**src/rtl/window_fetch_ctrl_pkg.sv**
```systemverilog
// rtl/window_fetch_ctrl_pkg.sv - shared types and constants for the window fetch sequencer
package window_fetch_ctrl_pkg;

  localparam int WIN          = 16;
  localparam int STORE_COLS   = 80;
  localparam int PIX_PER_WORD = 4;

  typedef enum logic [2:0] {
    ST_IDLE,
    ST_FILL,
    ST_DRAIN,
    ST_SWEEP,
    ST_SHIFT,
    ST_DONE
  } fetch_state_t;

  // Travels alongside each read so the store strobes line up with returning data
  typedef struct packed {
    logic       valid;
    logic       new_row;
    logic [6:0] row;
    logic [6:0] col;
  } pipe_tag_t;

  function automatic logic [6:0] word_col(input logic [4:0] word_idx);
    return {word_idx, 2'b00};
  endfunction

endpackage

```
**src/rtl/window_fetch_ctrl_rd_lat_pipe.sv**
```systemverilog
// rtl/window_fetch_ctrl_rd_lat_pipe.sv - read-latency tag delay line with asynchronous clear
module window_fetch_ctrl_rd_lat_pipe
  import window_fetch_ctrl_pkg::*;
#(
  parameter int RD_LAT = 2
) (
  input  logic      clk,
  input  logic      rst,
  input  pipe_tag_t tag_in,
  output pipe_tag_t tag_out,
  output logic      pending
);

  pipe_tag_t stage_q [RD_LAT];

  always_ff @(posedge clk or posedge rst) begin
    if (rst) begin
      for (int i = 0; i < RD_LAT; i++) begin
        stage_q[i] <= '0;
      end
    end else begin
      stage_q[0] <= tag_in;
      for (int i = 1; i < RD_LAT; i++) begin
        stage_q[i] <= stage_q[i-1];
      end
    end
  end

  assign tag_out = stage_q[RD_LAT-1];

  // Any valid stage means a load has yet to reach (or is reaching) the store
  always_comb begin
    pending = 1'b0;
    for (int i = 0; i < RD_LAT; i++) begin
      pending = pending | stage_q[i].valid;
    end
  end

endmodule

```
**src/rtl/window_fetch_ctrl.sv**
```systemverilog
// rtl/window_fetch_ctrl.sv - read sequencer feeding the 16-row sliding window store
module window_fetch_ctrl
  import window_fetch_ctrl_pkg::*;
#(
  parameter int IMG_W     = 80,
  parameter int IMG_H     = 80,
  parameter int ADDR_W    = 16,
  parameter int BASE_ADDR = 0,
  parameter int RD_LAT    = 2
) (
  input  logic              clk,
  input  logic              rst,
  input  logic              start,
  output logic              mem_rd,
  output logic [ADDR_W-1:0] mem_addr,
  output logic              load,
  output logic              new_row,
  output logic [6:0]        row,
  output logic [6:0]        col,
  output logic [6:0]        window_offset,
  output logic              win_valid,
  input  logic              win_ready,
  output logic              busy,
  output logic              done
);

  localparam int         IMG_COLS      = (IMG_W < STORE_COLS) ? IMG_W : STORE_COLS;
  localparam int         WPR           = IMG_COLS / PIX_PER_WORD;
  localparam logic [4:0] LAST_WORD     = 5'(WPR - 1);
  localparam logic [6:0] LAST_FILL_ROW = 7'(WIN - 1);
  localparam logic [6:0] LAST_OFFSET   = 7'(IMG_COLS - WIN);
  localparam logic [6:0] ROWS_TOTAL    = 7'(IMG_H);

  fetch_state_t state_q, state_d;
  logic [4:0]   word_idx_q;
  logic [6:0]   img_row_q;
  logic [6:0]   rows_loaded_q;
  logic [6:0]   window_offset_q;
  logic [6:0]   rd_row;
  pipe_tag_t    tag_in, tag_out;
  logic         pipe_pending;
  logic         last_word;
  logic         handshake;
  logic         sweep_last;

  assign last_word  = (word_idx_q == LAST_WORD);
  assign handshake  = win_valid & win_ready;
  assign sweep_last = (window_offset_q >= LAST_OFFSET);

  always_ff @(posedge clk or posedge rst) begin
    if (rst) begin
      state_q <= ST_IDLE;
    end else begin
      state_q <= state_d;
    end
  end

  always_comb begin
    state_d = state_q;
    mem_rd  = 1'b0;
    rd_row  = '0;
    tag_in  = '0;
    case (state_q)
      ST_IDLE: begin
        if (start) state_d = ST_FILL;
      end
      ST_FILL: begin
        mem_rd         = 1'b1;
        rd_row         = img_row_q;
        tag_in.valid   = 1'b1;
        tag_in.row     = img_row_q;
        tag_in.col     = word_col(word_idx_q);
        if (last_word && img_row_q == LAST_FILL_ROW) state_d = ST_DRAIN;
      end
      ST_DRAIN: begin
        if (!pipe_pending) state_d = ST_SWEEP;
      end
      ST_SWEEP: begin
        if (handshake && sweep_last) begin
          state_d = (rows_loaded_q < ROWS_TOTAL) ? ST_SHIFT : ST_DONE;
        end
      end
      ST_SHIFT: begin
        // Word 0 of each new row tells the store to shift rows up first
        mem_rd         = 1'b1;
        rd_row         = rows_loaded_q;
        tag_in.valid   = 1'b1;
        tag_in.new_row = (word_idx_q == 5'd0);
        tag_in.row     = LAST_FILL_ROW;
        tag_in.col     = word_col(word_idx_q);
        if (last_word) state_d = ST_DRAIN;
      end
      ST_DONE: begin
        state_d = ST_IDLE;
      end
      default: state_d = ST_IDLE;
    endcase
  end

  always_comb begin
    mem_addr = '0;
    if (mem_rd) begin
      mem_addr = ADDR_W'(BASE_ADDR) + ADDR_W'(rd_row) * ADDR_W'(WPR) + ADDR_W'(word_idx_q);
    end
  end

  always_ff @(posedge clk or posedge rst) begin
    if (rst) begin
      word_idx_q      <= '0;
      img_row_q       <= '0;
      rows_loaded_q   <= '0;
      window_offset_q <= '0;
    end else begin
      case (state_q)
        ST_IDLE: begin
          if (start) begin
            word_idx_q      <= '0;
            img_row_q       <= '0;
            rows_loaded_q   <= '0;
            window_offset_q <= '0;
          end
        end
        ST_FILL: begin
          if (last_word) begin
            word_idx_q <= '0;
            if (img_row_q == LAST_FILL_ROW) begin
              rows_loaded_q <= 7'(WIN);
            end else begin
              img_row_q <= img_row_q + 7'd1;
            end
          end else begin
            word_idx_q <= word_idx_q + 5'd1;
          end
        end
        ST_DRAIN: begin
          if (!pipe_pending) window_offset_q <= '0;
        end
        ST_SWEEP: begin
          if (handshake && !sweep_last) window_offset_q <= window_offset_q + 7'd1;
        end
        ST_SHIFT: begin
          if (last_word) begin
            word_idx_q <= '0;
            if (rows_loaded_q != ROWS_TOTAL) rows_loaded_q <= rows_loaded_q + 7'd1;
          end else begin
            word_idx_q <= word_idx_q + 5'd1;
          end
        end
        default: ;
      endcase
    end
  end

  window_fetch_ctrl_rd_lat_pipe #(
    .RD_LAT (RD_LAT)
  ) u_rd_lat_pipe (
    .clk     (clk),
    .rst     (rst),
    .tag_in  (tag_in),
    .tag_out (tag_out),
    .pending (pipe_pending)
  );

  assign load          = tag_out.valid;
  assign new_row       = tag_out.new_row;
  assign row           = tag_out.row;
  assign col           = tag_out.col;
  assign window_offset = window_offset_q;
  assign win_valid     = (state_q == ST_SWEEP);
  assign busy          = (state_q != ST_IDLE);
  assign done          = (state_q == ST_DONE);

endmodule

```
**config.mk**
```make
export PLATFORM = sky130hd
export DESIGN_NAME = window_fetch_ctrl
export DESIGN_NICKNAME = d
export VERILOG_FILES = /design/src/rtl/window_fetch_ctrl_pkg.sv /design/src/rtl/window_fetch_ctrl_rd_lat_pipe.sv /design/src/rtl/window_fetch_ctrl.sv
export SDC_FILE = /design/constraint.sdc
export NUM_CORES = 1
export LEC_CHECK = 0
export ABC_CLOCK_PERIOD_IN_PS = 6160
export CAP_MARGIN = 10
export CORE_MARGIN = 2
export CORE_UTILIZATION = 35
export DETAILED_ROUTE_END_ITERATION = 10
export GPL_ROUTABILITY_DRIVEN = 0
export SYNTH_ARGS = -nofsm -noshare
export SYNTH_HDL_FRONTEND = slang
export SYNTH_HIERARCHICAL = 1
export SYNTH_SLANG_ARGS = --single-unit
export TNS_END_PERCENT = 30
```
**constraint.sdc**
```tcl
create_clock -name clk -period 6.16 [get_ports clk]
set_input_delay 0.616 -clock clk [delete_from_list [all_inputs] [get_ports clk]]
set_output_delay 0.616 -clock clk [all_outputs]
set_load 0.005 [all_outputs]
```
Yosys cells after proc, flatten, opt, wreduce, memory -nomap -nowiden
Cells that the tools add are included.
{"block": "word_totals", "input_bits": 4, "register_bits": 61, "mem_bits_rw": 0, "out_inout_bits": 43, "n_memories": 0, "latchBits": 0, "word_cells": 85, "mem_bits_ro": 0}
{"block": "op_classes", "reduce_logical": 17, "mux": 27, "n_mul": 1, "n_eq_ne": 18, "n_addsub": 5, "magnitude_cmp": 2, "div_mod_pow": 0, "bitwise_logic": 2, "shifts": 0}
{"cell": "$mux 7", "count": 9}
{"cell": "$pmux 7 s3", "count": 2}
{"cell": "$pmux 14 s2", "count": 1}
{"cell": "$pmux 7 s2", "count": 2}
{"cell": "$add 7x1->7 const B", "count": 3}
{"cell": "$ne 2x2->1 const B", "count": 8}
{"cell": "$mux 3", "count": 5}
{"cell": "$pmux 3 s5", "count": 1}
{"cell": "$add 12x5->13", "count": 1}
{"cell": "$mux 13", "count": 1}
{"cell": "$mul 7x3->10 const B", "count": 1}
{"cell": "$mux 5", "count": 2}
{"cell": "$pmux 5 s2", "count": 1}
{"cell": "$reduce_bool 3->1", "count": 3}
{"cell": "$reduce_and 4->1", "count": 2}
{"cell": "$eq 7x4->1 const B", "count": 1}
{"cell": "$ge 7x7->1 const B", "count": 1}
{"cell": "$lt 7x7->1 const B", "count": 1}
{"cell": "$ne 7x7->1 const B", "count": 1}
{"cell": "$eq 3x2->1 const B", "count": 2}
{"cell": "$eq 3x3->1 const B", "count": 2}
{"cell": "$reduce_and 6->1", "count": 1}
{"cell": "$add 5x1->5 const B", "count": 1}
{"cell": "$eq 5x5->1 const B", "count": 1}
{"cell": "13 further kinds", "count": 19}

Logic depth before layout (Yosys ltp)
{"block": "logic_depth", "word_depth": 5, "depth_mapped": 14, "mapped_depth_nobuf": 11}

By module
The synthesis kept the hierarchy.
{"module": "window_fetch_ctrl", "area_each_um2": 2423.6, "cells_each": 299, "seq_area_each_um2": 725.7, "n_inst": 1}
{"module": "window_fetch_ctrl_rd_lat_pipe", "area_each_um2": 930.9, "cells_each": 50, "seq_area_each_um2": 800.8, "n_inst": 1}

Worst setup path before layout
OpenSTA, ideal clock, no wires.
{"block": "synth_path", "path_kind": "register to output", "from": "register state_q[0]", "to": "output port mem_addr[10]", "setup_slack_ps": 2549, "n_path_buf": 3, "arrival_time_ps": 2995, "path_stages_with_launch": 14, "required_time_ps": 5544, "cell_sequence": "dfrtp_1 -> buf_6 -> clkbuf_1 -> nor3b_1 -> clkbuf_1 -> a22oi_1 -> xor2_1 -> ha_1 -> fa_1 -> and3_1 -> or3_1 -> nand2_1 -> nand4b_1 -> mux2i_1"}
{"block": "synth_via", "elab_chain_cells": 5, "elab_cells_between_ends": 8, "cone_classes": "1 x add/sub; 1 x mul; 2 x eq/ne; 3 x mux; 1 x reduce/logical"}
{"item": "start: declaration", "line_no": "window_fetch_ctrl.sv:34", "source": "fetch_state_t state_q, state_d;"}
{"item": "start signal: assignment", "line_no": "window_fetch_ctrl.sv:54", "source": "state_q <= state_d;"}
{"item": "$eq 3x3->1 / $eq 3x1->1 (equally long branches)", "line_no": "window_fetch_ctrl.sv:63", "source": "case (state_q)"}
{"item": "$pmux 7 s2", "line_no": "window_fetch_ctrl.sv:63"}
{"item": "$mul 7x3->10", "line_no": "window_fetch_ctrl.sv:103", "source": "mem_addr = ADDR_W'(BASE_ADDR) + ADDR_W'(rd_row) * ADDR_W'(WPR) + ADDR_W'(word_idx_q);"}
{"item": "$add 12x5->13", "line_no": "window_fetch_ctrl.sv:103"}
{"item": "$mux 13 (*)", "line_no": "window_fetch_ctrl.sv:102", "source": "if (mem_rd) begin"}
{"item": "end: declaration", "line_no": "window_fetch_ctrl.sv:15", "source": "output logic [ADDR_W-1:0] mem_addr,"}
Mark *: on every way between the ends. The rest lies on a longest branch, timed or not.

Worst setup path after layout
{"block": "layout_path", "from": "register state_q[2]", "to": "output port mem_addr[10]"}
The elaborated chain is that of the path after synthesis.

==> results.sh <==
export IMPL_p_int_mw=0.954
export IMPL_first_pass_grt_wire_length_um=11900
export IMPL_placement_io_buffers=42
export IMPL_post_cts_resized_instances=0
export IMPL_pin_count_of_the_biggest_net_entering_global_routing=33
export IMPL_cp_end_kind="output port"
export IMPL_holdCritPathClass="flop to flop"
export IMPL_tritoncts_num_sinks=61
export IMPL_max_fanout_on_critical_path=17
export IMPL_post_route_cells_drive_above_1_share=0.0679
export IMPL_vdd_drop_max_v=0.000174
export IMPL_mean_syn_cell_area_sq_um=9.61
export IMPL_powerDensity_nw_per_um2=381
export IMPL_postCtsSetupBuffers=0
export IMPL_fp_coreArea_sq_um=9280
export IMPL_final_setup_tns_ns=0
export IMPL_detailedRoute_firstIterationViolations=163
export IMPL_timing_max_slew_rel_slack=0.285
export IMPL_cts_hold_buf=0
export IMPL_timing_critical_path_arrival_ns=4.57
export IMPL_dieWidth_um=102
export IMPL_clock_edge_transition_at_the_registers_on_the_reported_setup_and_hold_paths_ns=0.07
export IMPL_layout_cells_most_common_list="sky130_fd_sc_hd__dfrtp_1, sky130_fd_sc_hd__clkdlybuf4s50_1, sky130_fd_sc_hd__o21ai_0"
export IMPL_final_cells=512
export IMPL_design_portCount=47
export IMPL_gr_max_usage_layer="met2"
export IMPL_clockPowerShare=0.245
export IMPL_fin_nets=400
export IMPL_detail_route_first_pass_iterations=4
export IMPL_placed_cells_incl_taps=497
export IMPL_clock_skew_ns=0.00798
export IMPL_postRouteWirelength_um=6980
export IMPL_vias_per_cell=5.10
export IMPL_tritoncts="built"
export IMPL_multi_input_comb_area_sq_um=1570
export IMPL_root_cell_of_the_clock_tree="sky130_fd_sc_hd__clkbuf_8"
export IMPL_maxCapViolCount=0
export IMPL_met3_capacity_usage_during_global_routing=0.0308
export IMPL_unrepaired_setup_endpoints_after_global_routing="no"
export IMPL_fin_util=0.428
export IMPL_drtAntennaViolNets=0
export IMPL_number_of_h_tree_levels=3
export IMPL_power_sequential_fraction=0.387
export IMPL_synth_edf_count=0
export IMPL_initial_core_util=0.361
export IMPL_slew_viol_final=0
export IMPL_grt_pass1_vias=2465
export IMPL_floorplan_die_height_um=102
export IMPL_avgRoutedWirePerCell_um=13.6
export IMPL_antenna_diode_count=0
export IMPL_setup_violations_final=0
export IMPL_yosysWarnings=6
export IMPL_worstSetupPathType="flop to output port"
export IMPL_netSwitchingPower_mw=0.557
export IMPL_clk_latency_ns=0.33
export IMPL_synth_top_flop_cell="sky130_fd_sc_hd__dfrtp_1"
export IMPL_clock_tree_buffer_depth=2
export IMPL_ys_seq_elements=61
export IMPL_comb_power_share=0.368
export IMPL_period_needed_ns=5.18
export IMPL_rows=35
export IMPL_worstMarginPinSlew_ns=1.07
export IMPL_drc_errors=0
export IMPL_vias=2613
export IMPL_timing_hold_violations_final=0
export IMPL_antenna_found_initial=0
export IMPL_met1_usage=0.204
export IMPL_startpoint_type="flop"
export IMPL_cellLeakagePower_nw=1.79
export IMPL_synth_cell_area_sq_um=3350
export IMPL_synthCells=349
export IMPL_number_of_unique_standard_cell_types_used_by_synthesis=55
export IMPL_gr_total_overflow=0
export IMPL_filler_cell_count=913
export IMPL_cts_buffers=9
export IMPL_layout_cells_most_common="sky130_fd_sc_hd__dfrtp_1"
export IMPL_final_period_utilization=0.841
export IMPL_asyncSetResetFlopFracSynth=1.00
export IMPL_groute_usage_overall=0.145
export IMPL_sequential_cell_area_sq_um=1530
export IMPL_netSwitchingFraction=0.369
export IMPL_ys_seq_area_frac=0.455
export IMPL_timing_fmax_mhz=193
export IMPL_setup_reg_to_reg_worst_slack_ns=3.62
export IMPL_run_status="finished, final reports clean"
export IMPL_design_die_area_sq_um=10400
export IMPL_crit_required_ns=5.54
export IMPL_dp_hpwl_um=5070
export IMPL_layout_area_overhead_vs_synth_pct=18.4
export IMPL_globalRouteMet2Util=0.227
-- path summary, 6_finish.rpt --
path / startpoint / endpoint / cells past startpoint
worst max-delay path: state_q[2] / mem_addr[10] / 11
worst min-delay path: u_rd_lat_pipe/stage_q[17] / u_rd_lat_pipe/tag_out[1] / 0
worst max register to register: state_q[2] / rows_loaded_q[0] / 5
worst min register to register: u_rd_lat_pipe/stage_q[17] / u_rd_lat_pipe/tag_out[1] / 0
max in group asynchronous: rst / window_offset[4] / 3
min in group asynchronous: rst / u_rd_lat_pipe/tag_out[0] / 3
-- metal layers --
| layer | wire [um] | share of wire | up-vias |
|---|---|---|---|
| met5 | 0 | 0 | - |
| met4 | 124 | 0.018 | 0 |
| met3 | 340 | 0.049 | 13 |
| met2 | 3270 | 0.47 | 88 |
| met1 | 3240 | 0.46 | 1238 |
| li1 | - | - | 1274 |
-- registers in the layout, summed over array words and instances, names as in the netlist --
register / count
u_rd_lat_pipe/tag_out: 16
rows_loaded_q: 7
u_rd_lat_pipe/stage_q: 16
img_row_q: 7
window_offset: 7
word_idx_q: 5
state_q: 3
-- Yosys cell counts (all sizes together) (2+ instances only) --
library cell  count  area [sq um]
xor2              4          35.0
o211ai            3          22.5
inv              17          63.8
a21oi            17          85.1
nand3b            3          22.5
o22ai             2          12.5
nand4b            3          32.5
o31ai             8          60.1
clkbuf            5          18.8
a211oi            3          22.5
nor4bb            2          20.0
nand2            31           116
or3               6          37.5
a22oi             3          22.5
a31oi             3          18.8
a21o              5          37.5
or2               4          25.0
nand3            15          75.1
and2              7          43.8
ha               16           200
and3              9          56.3
nor3b             2          26.3
xnor2             7          61.3
o21ai            33           165
o41ai             2          25.0
nand4             4          25.0
nor2b             2          12.5
dfrtp            61          1530
buf              25           190
and4bb            2          25.0
nor2             23          86.3
nand2b            5          31.3
-- kinds of logic after synthesis --
logic type                 Yosys count  share of synthesized area
DFF                                 61                      0.455
xor gates and xnor gates            11                     0.0287
adders and majority gates           17                     0.0656
buffers and inverters               47                     0.0813
muxes                                1                    0.00298
AOI/OAI and AO/OA                   89                      0.166
other                                1                    0.00112
and+or+nand+nor                    122                      0.199
-- stage by stage --
stage / area, sq um / hold WS [ns] / setup WS, ns / power (mW)
global placement: 3760 / 0.333 / 1.57 / 1.14
finish: 3970 / 0.344 / 0.978 / 1.51
floorplan: 3370 / 0.331 / 2.55 / 0.975
CTS: 3970 / 0.346 / 1.04 / 1.53
detailed placement: 3760 / 0.335 / 1.44 / 1.15
global route: 3970 / 0.354 / 0.596 / 1.63
-- final cells by class --
type                       instances  area share
tap                              129      0.0407
sequential                        61       0.384
clock inverter                     3      0.0110
clock buffer                      12      0.0416
multi-input combinational        246       0.396
inverter                          17      0.0161
timing repair buffer              44       0.110
-- power by group through the flow --
stage	Combinational, mW	Clock [mW]	Sequential (mW)
2_1_floorplan	0.425	0	0.550
3_3_place_gp	0.555	0	0.587
3_5_place_dp	0.557	0	0.591
4_1_cts	0.560	0.381	0.584
5_1_grt	0.627	0.400	0.601
6_report	0.556	0.370	0.585
-- critical path, cell delays in order (launching register included) --
cell                              delay [ns]
sky130_fd_sc_hd__dfrtp_1                0.70
sky130_fd_sc_hd__nor3b_1                0.93
sky130_fd_sc_hd__a22oi_1                0.27
sky130_fd_sc_hd__xor2_1                 0.23
sky130_fd_sc_hd__ha_1                   0.26
sky130_fd_sc_hd__fa_1                   0.40
sky130_fd_sc_hd__and3_1                 0.17
sky130_fd_sc_hd__or3_1                  0.30
sky130_fd_sc_hd__nand2_1                0.12
sky130_fd_sc_hd__nand4b_1               0.15
sky130_fd_sc_hd__mux2i_1                0.19
sky130_fd_sc_hd__clkdlybuf4s50_1        0.51
Power figures use the tool's default switching activity.
